`src/rtl/spi_master.sv`:
```
// -----------------------------------------------------------------------------
// spi_master
//
// SPI mode-0 master (CPOL=0, CPHA=0). Each transfer shifts one byte out on
// mosi and captures one byte from miso. A local controller starts a transfer
// with start/tx_data and sees busy while it runs, then a one-cycle done pulse
// with rx_data updated.
//
// Parameters
//   CLK_DIV   sck half-period in clk cycles, legal range 1..255 (default 2)
//
// Ports
//   clk       in   system clock, all logic on the rising edge
//   rst_n     in   synchronous active-low reset
//   start     in   transfer request, accepted in IDLE or during the done cycle
//   tx_data   in   [7:0] byte to send, latched on the accepting edge
//   rx_data   out  [7:0] last received byte, updated when done asserts
//   busy      out  high from the cycle after acceptance until done
//   done      out  one-cycle completion pulse
//   sck       out  SPI clock, idles low
//   cs        out  chip select, active low, idles high
//   mosi      out  serial data out
//   miso      in   serial data in (slave changes it on falling sck)
//
// Build option
//   SPI_MASTER_LSB_FIRST_EN  when defined, bits go out and come in LSB first;
//                            otherwise MSB first. Timing is the same either way.
// -----------------------------------------------------------------------------
module spi_master #(
  parameter int unsigned CLK_DIV = 2
) (
  input  logic       clk,
  input  logic       rst_n,
  input  logic       start,
  input  logic [7:0] tx_data,
  output logic [7:0] rx_data,
  output logic       busy,
  output logic       done,
  output logic       sck,
  output logic       cs,
  output logic       mosi,
  input  logic       miso
);

`ifdef SPI_MASTER_LSB_FIRST_EN
  localparam bit LSB_FIRST = 1'b1;
`else
  localparam bit LSB_FIRST = 1'b0;
`endif

  // Last value of the divider count in each timed state; every timed state
  // therefore lasts exactly CLK_DIV cycles.
  localparam logic [7:0] DIV_LAST = 8'(CLK_DIV - 1);

  typedef enum logic [2:0] {
    IDLE,
    SETUP,
    HIGH,
    LOW,
    HOLD,
    DONE
  } state_t;

  state_t     state;
  state_t     state_next;
  logic [7:0] div_cnt;
  logic [7:0] div_cnt_next;
  logic [2:0] bit_cnt;
  logic [2:0] bit_cnt_next;
  logic [7:0] tx_shift;
  logic [7:0] tx_shift_next;
  logic [7:0] rx_shift;
  logic [7:0] rx_shift_next;
  logic [7:0] rx_data_next;
  logic       sck_next;
  logic       cs_next;
  logic       mosi_next;
  logic       busy_next;
  logic       done_next;

  logic       div_wrap;
  logic [7:0] tx_advanced;
  logic [7:0] rx_captured;

  assign div_wrap = (div_cnt == DIV_LAST);

  // Shift direction depends on bit order: the bit on the wire is always the
  // end of tx_shift that leaves first, and miso enters at the opposite end so
  // that after 8 samples the first received bit sits where it belongs.
  assign tx_advanced = LSB_FIRST ? {1'b0, tx_shift[7:1]} : {tx_shift[6:0], 1'b0};
  assign rx_captured = LSB_FIRST ? {miso, rx_shift[7:1]} : {rx_shift[6:0], miso};

  // Next-state and next-output logic. All pin outputs are registered from
  // their next values so sck/cs/mosi never glitch on state decode.
  always_comb begin
    state_next    = state;
    div_cnt_next  = div_cnt;
    bit_cnt_next  = bit_cnt;
    tx_shift_next = tx_shift;
    rx_shift_next = rx_shift;
    rx_data_next  = rx_data;

    case (state)
      IDLE: begin
        if (start) begin
          state_next    = SETUP;
          div_cnt_next  = '0;
          bit_cnt_next  = '0;
          tx_shift_next = tx_data;
        end
      end

      SETUP: begin
        if (div_wrap) begin
          // This edge raises sck, so it is also the first miso sample.
          state_next    = HIGH;
          div_cnt_next  = '0;
          rx_shift_next = rx_captured;
        end else begin
          div_cnt_next = div_cnt + 8'd1;
        end
      end

      HIGH: begin
        if (div_wrap) begin
          div_cnt_next = '0;
          if (bit_cnt == 3'd7) begin
            state_next = HOLD;
          end else begin
            state_next    = LOW;
            bit_cnt_next  = bit_cnt + 3'd1;
            tx_shift_next = tx_advanced;
          end
        end else begin
          div_cnt_next = div_cnt + 8'd1;
        end
      end

      LOW: begin
        if (div_wrap) begin
          state_next    = HIGH;
          div_cnt_next  = '0;
          rx_shift_next = rx_captured;
        end else begin
          div_cnt_next = div_cnt + 8'd1;
        end
      end

      HOLD: begin
        if (div_wrap) begin
          state_next   = DONE;
          div_cnt_next = '0;
          rx_data_next = rx_shift;
        end else begin
          div_cnt_next = div_cnt + 8'd1;
        end
      end

      DONE: begin
        // A start here chains straight into the next transfer, leaving cs
        // high for just this one cycle.
        if (start) begin
          state_next    = SETUP;
          div_cnt_next  = '0;
          bit_cnt_next  = '0;
          tx_shift_next = tx_data;
        end else begin
          state_next = IDLE;
        end
      end

      default: begin
        state_next   = IDLE;
        div_cnt_next = '0;
        bit_cnt_next = '0;
      end
    endcase

    busy_next = (state_next == SETUP) || (state_next == HIGH) ||
                (state_next == LOW)   || (state_next == HOLD);
    cs_next   = ~busy_next;
    sck_next  = (state_next == HIGH);
    done_next = (state_next == DONE);
    // mosi only carries data while bits are on the wire; it drops to 0 in
    // HOLD, DONE and IDLE.
    if ((state_next == SETUP) || (state_next == HIGH) || (state_next == LOW)) begin
      mosi_next = LSB_FIRST ? tx_shift_next[0] : tx_shift_next[7];
    end else begin
      mosi_next = 1'b0;
    end
  end

  always_ff @(posedge clk) begin
    if (!rst_n) begin
      state    <= IDLE;
      div_cnt  <= '0;
      bit_cnt  <= '0;
      tx_shift <= '0;
      rx_shift <= '0;
      rx_data  <= '0;
      sck      <= 1'b0;
      cs       <= 1'b1;
      mosi     <= 1'b0;
      busy     <= 1'b0;
      done     <= 1'b0;
    end else begin
      state    <= state_next;
      div_cnt  <= div_cnt_next;
      bit_cnt  <= bit_cnt_next;
      tx_shift <= tx_shift_next;
      rx_shift <= rx_shift_next;
      rx_data  <= rx_data_next;
      sck      <= sck_next;
      cs       <= cs_next;
      mosi     <= mosi_next;
      busy     <= busy_next;
      done     <= done_next;
    end
  end

endmodule

```
`config.mk`:
```
export PLATFORM = sky130hd
export DESIGN_NAME = spi_master
export DESIGN_NICKNAME = d
export VERILOG_FILES = /design/src/rtl/spi_master.sv
export SDC_FILE = /design/constraint.sdc
export NUM_CORES = 1
export LEC_CHECK = 0
export ABC_AREA = 0
export ABC_CLOCK_PERIOD_IN_PS = 2140
export BUFFER_PORTS_ARGS = -buffer_cell sky130_fd_sc_hd__buf_2
export CORE_MARGIN = 4
export CORE_UTILIZATION = 51
export DETAILED_ROUTE_END_ITERATION = 16
export PLACE_DENSITY = 0.71
export SETUP_SLACK_MARGIN = 0.4
export SLEW_MARGIN = 30
export SYNTH_ARGS = -nofsm -noshare
export SYNTH_HDL_FRONTEND = slang
export SYNTH_SLANG_ARGS = --single-unit
```
`constraint.sdc`:
```
create_clock -name clk -period 2.14 [get_ports clk]
set_input_delay 0.321 -clock clk [delete_from_list [all_inputs] [get_ports clk]]
set_output_delay 0.321 -clock clk [all_outputs]
set_load 0.05 [all_outputs]
```
==> summary.txt <==
Routing
  • Avg Vias per Cell: 5.68
  • DRT antenna net count: 0
  • Wire length per cell: 15.8 um
  • DR pass1 iterations: 4
  • Drt first-iter violations: 118
  • Routed WL: 4660 um
  • DR DRC count: 0
  • DR vias: 1670

Synth
  • Synth unique cells: 40
  • Post-synth EDFFs: 0
  • Most used DFF post-synth: dfxtp_1
  • Avg Cell Area, Syn: 9.29 um^2
  • Flops & latches, synth: 43
  • Synth Cell Area: 0.00189 mm^2
  • Syn Nets: 220
  • Seq/Total Area, Yosys: 45.4%
  • Asr flop ratio synth: 0%
  • Synth Warn #: 0
  • Cells after Synth: 204

Finish
  • Final #Nets: 263
  • Area delta synth->final: 33.9%
  • Antenna diodes: 0
  • Filler instances: 246
  • Commonest non-fill, non-tap cell in the layout: dfxtp_1
  • Share of layout cells above drive strength 1: 35.9%
  • Most frequent cells in the layout: dfxtp_1, nor2_1, buf_2

Timing
  • Final worst path period need: 2070 ps
  • RSZ-0062 raised after global routing: true
  • Clk_skew: 6.78 ps
  • Peak Freq: 0.482 GHz
  • Worst relative slew slack: 58.5%
  • Final Slew Violations: 0
  • Final setup vio count: 0
  • Worst Tran Pin Value: 620 ps
  • Period utilisation layout: 96.9%
  • Final Hold Viols: 0
  • Setup TNS: 0 ps

Die
  • Std cell rows: 21
  • Die Area: 0.00475 mm^2
  • Initial core utilization: 54.6%
  • Die Height: 68.9 um
  • Core ar.: 0.00347 mm^2
  • Top-Level Pins: 25
  • Die W: 68.9 um

Power
  • Peak VDD IR: 0.565 mV
  • Net Sw Frac: 26.9%
  • P_leak: 0.00112 uW
  • Power Dens Cells: 698 mW/mm^2
  • Net switching power: 475 uW
  • Final Power: 1770 uW
  • Clock power share: 35.4%
  • P_int: 1290 uW
  • Combinational share of power: 16.7%
  • Sequential share of power: 47.9%

Critical path
  • Critical path data arrival time: 2270 ps
  • Crit. End Element: register
  • CP Launch Type: register
  • Critical Path Fanout Max: 3
  • WP data required: 2330 ps
  • Kind of critical path: reg2reg

Global routing
  • Number of global-route vias before repair: 1575
  • Global-route wire length before repair: 7020 um
  • Largest net degree at the start of global routing: 21
  • Grt ovf: 0
  • All-Layer GR Usage: 19.9%
  • Initial antenna violation count: 0

Clocking
  • CTS Buf Count: 5
  • Clock latency on the worst-skew pair: 300 ps
  • Clk root buf: clkbuf_8
  • Reg clk slew, reported paths: 80 ps
  • Clk sinks: 43
  • Htree depth: 2
  • CTS max path bufs: 2
  • CTS tree: yes

Worst hold path
  • Hold Crit Class: in2reg

Flow run
  • MaxCap Viol Count: 0

Place
  • DP Wirelength: 2920 um
  • Buffers on Ports: 24
  • Gp weighted congestion: 0.899

Outcome
  • Status: finished clean
-- final timing paths --
path | startpoint | endpoint | slack, ps | cells after the start
setup / recovery | bit_cnt[1] | bit_cnt[0] | 70 | 7
setup reg to reg | bit_cnt[1] | bit_cnt[0] | 70 | 7
hold / removal | rst_n | cs | 260 | 2
hold reg to reg | tx_shift[3] | tx_shift[3] | 470 | 2
-- metrics by stage --
step                      std cells  area [um^2]  utilization (%)  worst slack, ps  hold WS, ps
final                           294         2540             73.1             65.8          256
after global routing            294         2540             73.1             32.3          270
after CTS                       290         2390             69.0             92.1          251
after detailed placement        272         2130             61.4             61.8          458
after global placement          272         2130             61.4              146          448
after floorplan                 204         1950                -              211          393
-- cells by family after synthesis --
family,count (synthesis),share of synthesized area (%)
buf+inv,13,3.10
mux,17,8.98
fa+ha+maj,4,2.64
compound gates,32,11.4
simple gates,87,24.7
xor+xnor,8,3.70
flops,43,45.4
-- Yosys cell counts, types with 2 or more instances --
master     n  area share, %
mux2i_1   17            9.0
clkbuf_1   6            1.2
nor2b_1    4            1.3
nand2b_1   7            2.3
and3_1     3           0.99
nor3b_1    3            1.2
xnor2_1    2           0.92
o21ai_0    5            1.3
xor2_1     6            2.8
a22oi_1    7            2.8
nor2_1    33            6.5
buf_2      2           0.53
nand2_1   12            2.4
ha_1       4            2.6
and2_1     5            1.7
a21oi_1   11            2.9
nor3_1     2           0.53
nand4_1    3           0.99
nand3_1    6            1.6
inv_1      4           0.79
dfxtp_1   43             45
-- power groups by stage --
stage | clock, uW | combinational [uW] | sequential, uW
after floorplan | 0 | 146 | 881
after global placement | 0 | 208 | 864
after detailed placement | 0 | 215 | 866
after CTS | 635 | 243 | 847
after global routing | 662 | 315 | 852
final | 626 | 295 | 848
-- layout make-up --
class	instances	area [um^2]	share of cell area [%]
Clock inverter	3	43.8	1.73
Inverter	4	15.0	0.592
Timing Repair Buffer	45	337	13.3
Sequential cell	43	870	34.3
Clock buffer	5	68.8	2.71
Multi-Input combinational cell	148	1140	45.1
Tap cell	46	57.6	2.27
-- metal layers --
layer	GRT usage, %	share of wire (%)	vias up
li1	-	-	801
met1	21.5	40	809
met2	36.7	54	51
met3	4.86	5.1	9
met4	8.27	1.7	0
met5	0	0	-
-- state kept, by name, indices dropped and copies added (netlist names) --
| name | count |
|---|---|
| cs | 1 |
| busy | 1 |
| sck | 1 |
| rx_data | 8 |
| mosi | 1 |
| done | 1 |
| tx_shift | 8 |
| div_cnt | 8 |
| state | 3 |
| bit_cnt | 3 |
| rx_shift | 8 |
-- what timing repair did --
action | 4_1_cts | 5_1_grt
endpoints found under the setup margin | 42 | 43
setup buffers | 9 | 4
gates resized for setup | 17 | 25
pin swaps | 19 | 12
hold buffers | 0 | 0
cloned | 1 | 0
-- critical path, stage by stage, from the launching register on --
cell and delay [ps]:
dfxtp_4 360, ha_4 160, ha_4 150, or4b_4 540
o21a_1 230, nor3_4 200, mux2i_1 260, nor2_1 70
Note: power is estimated with default switching activity, not from simulation.
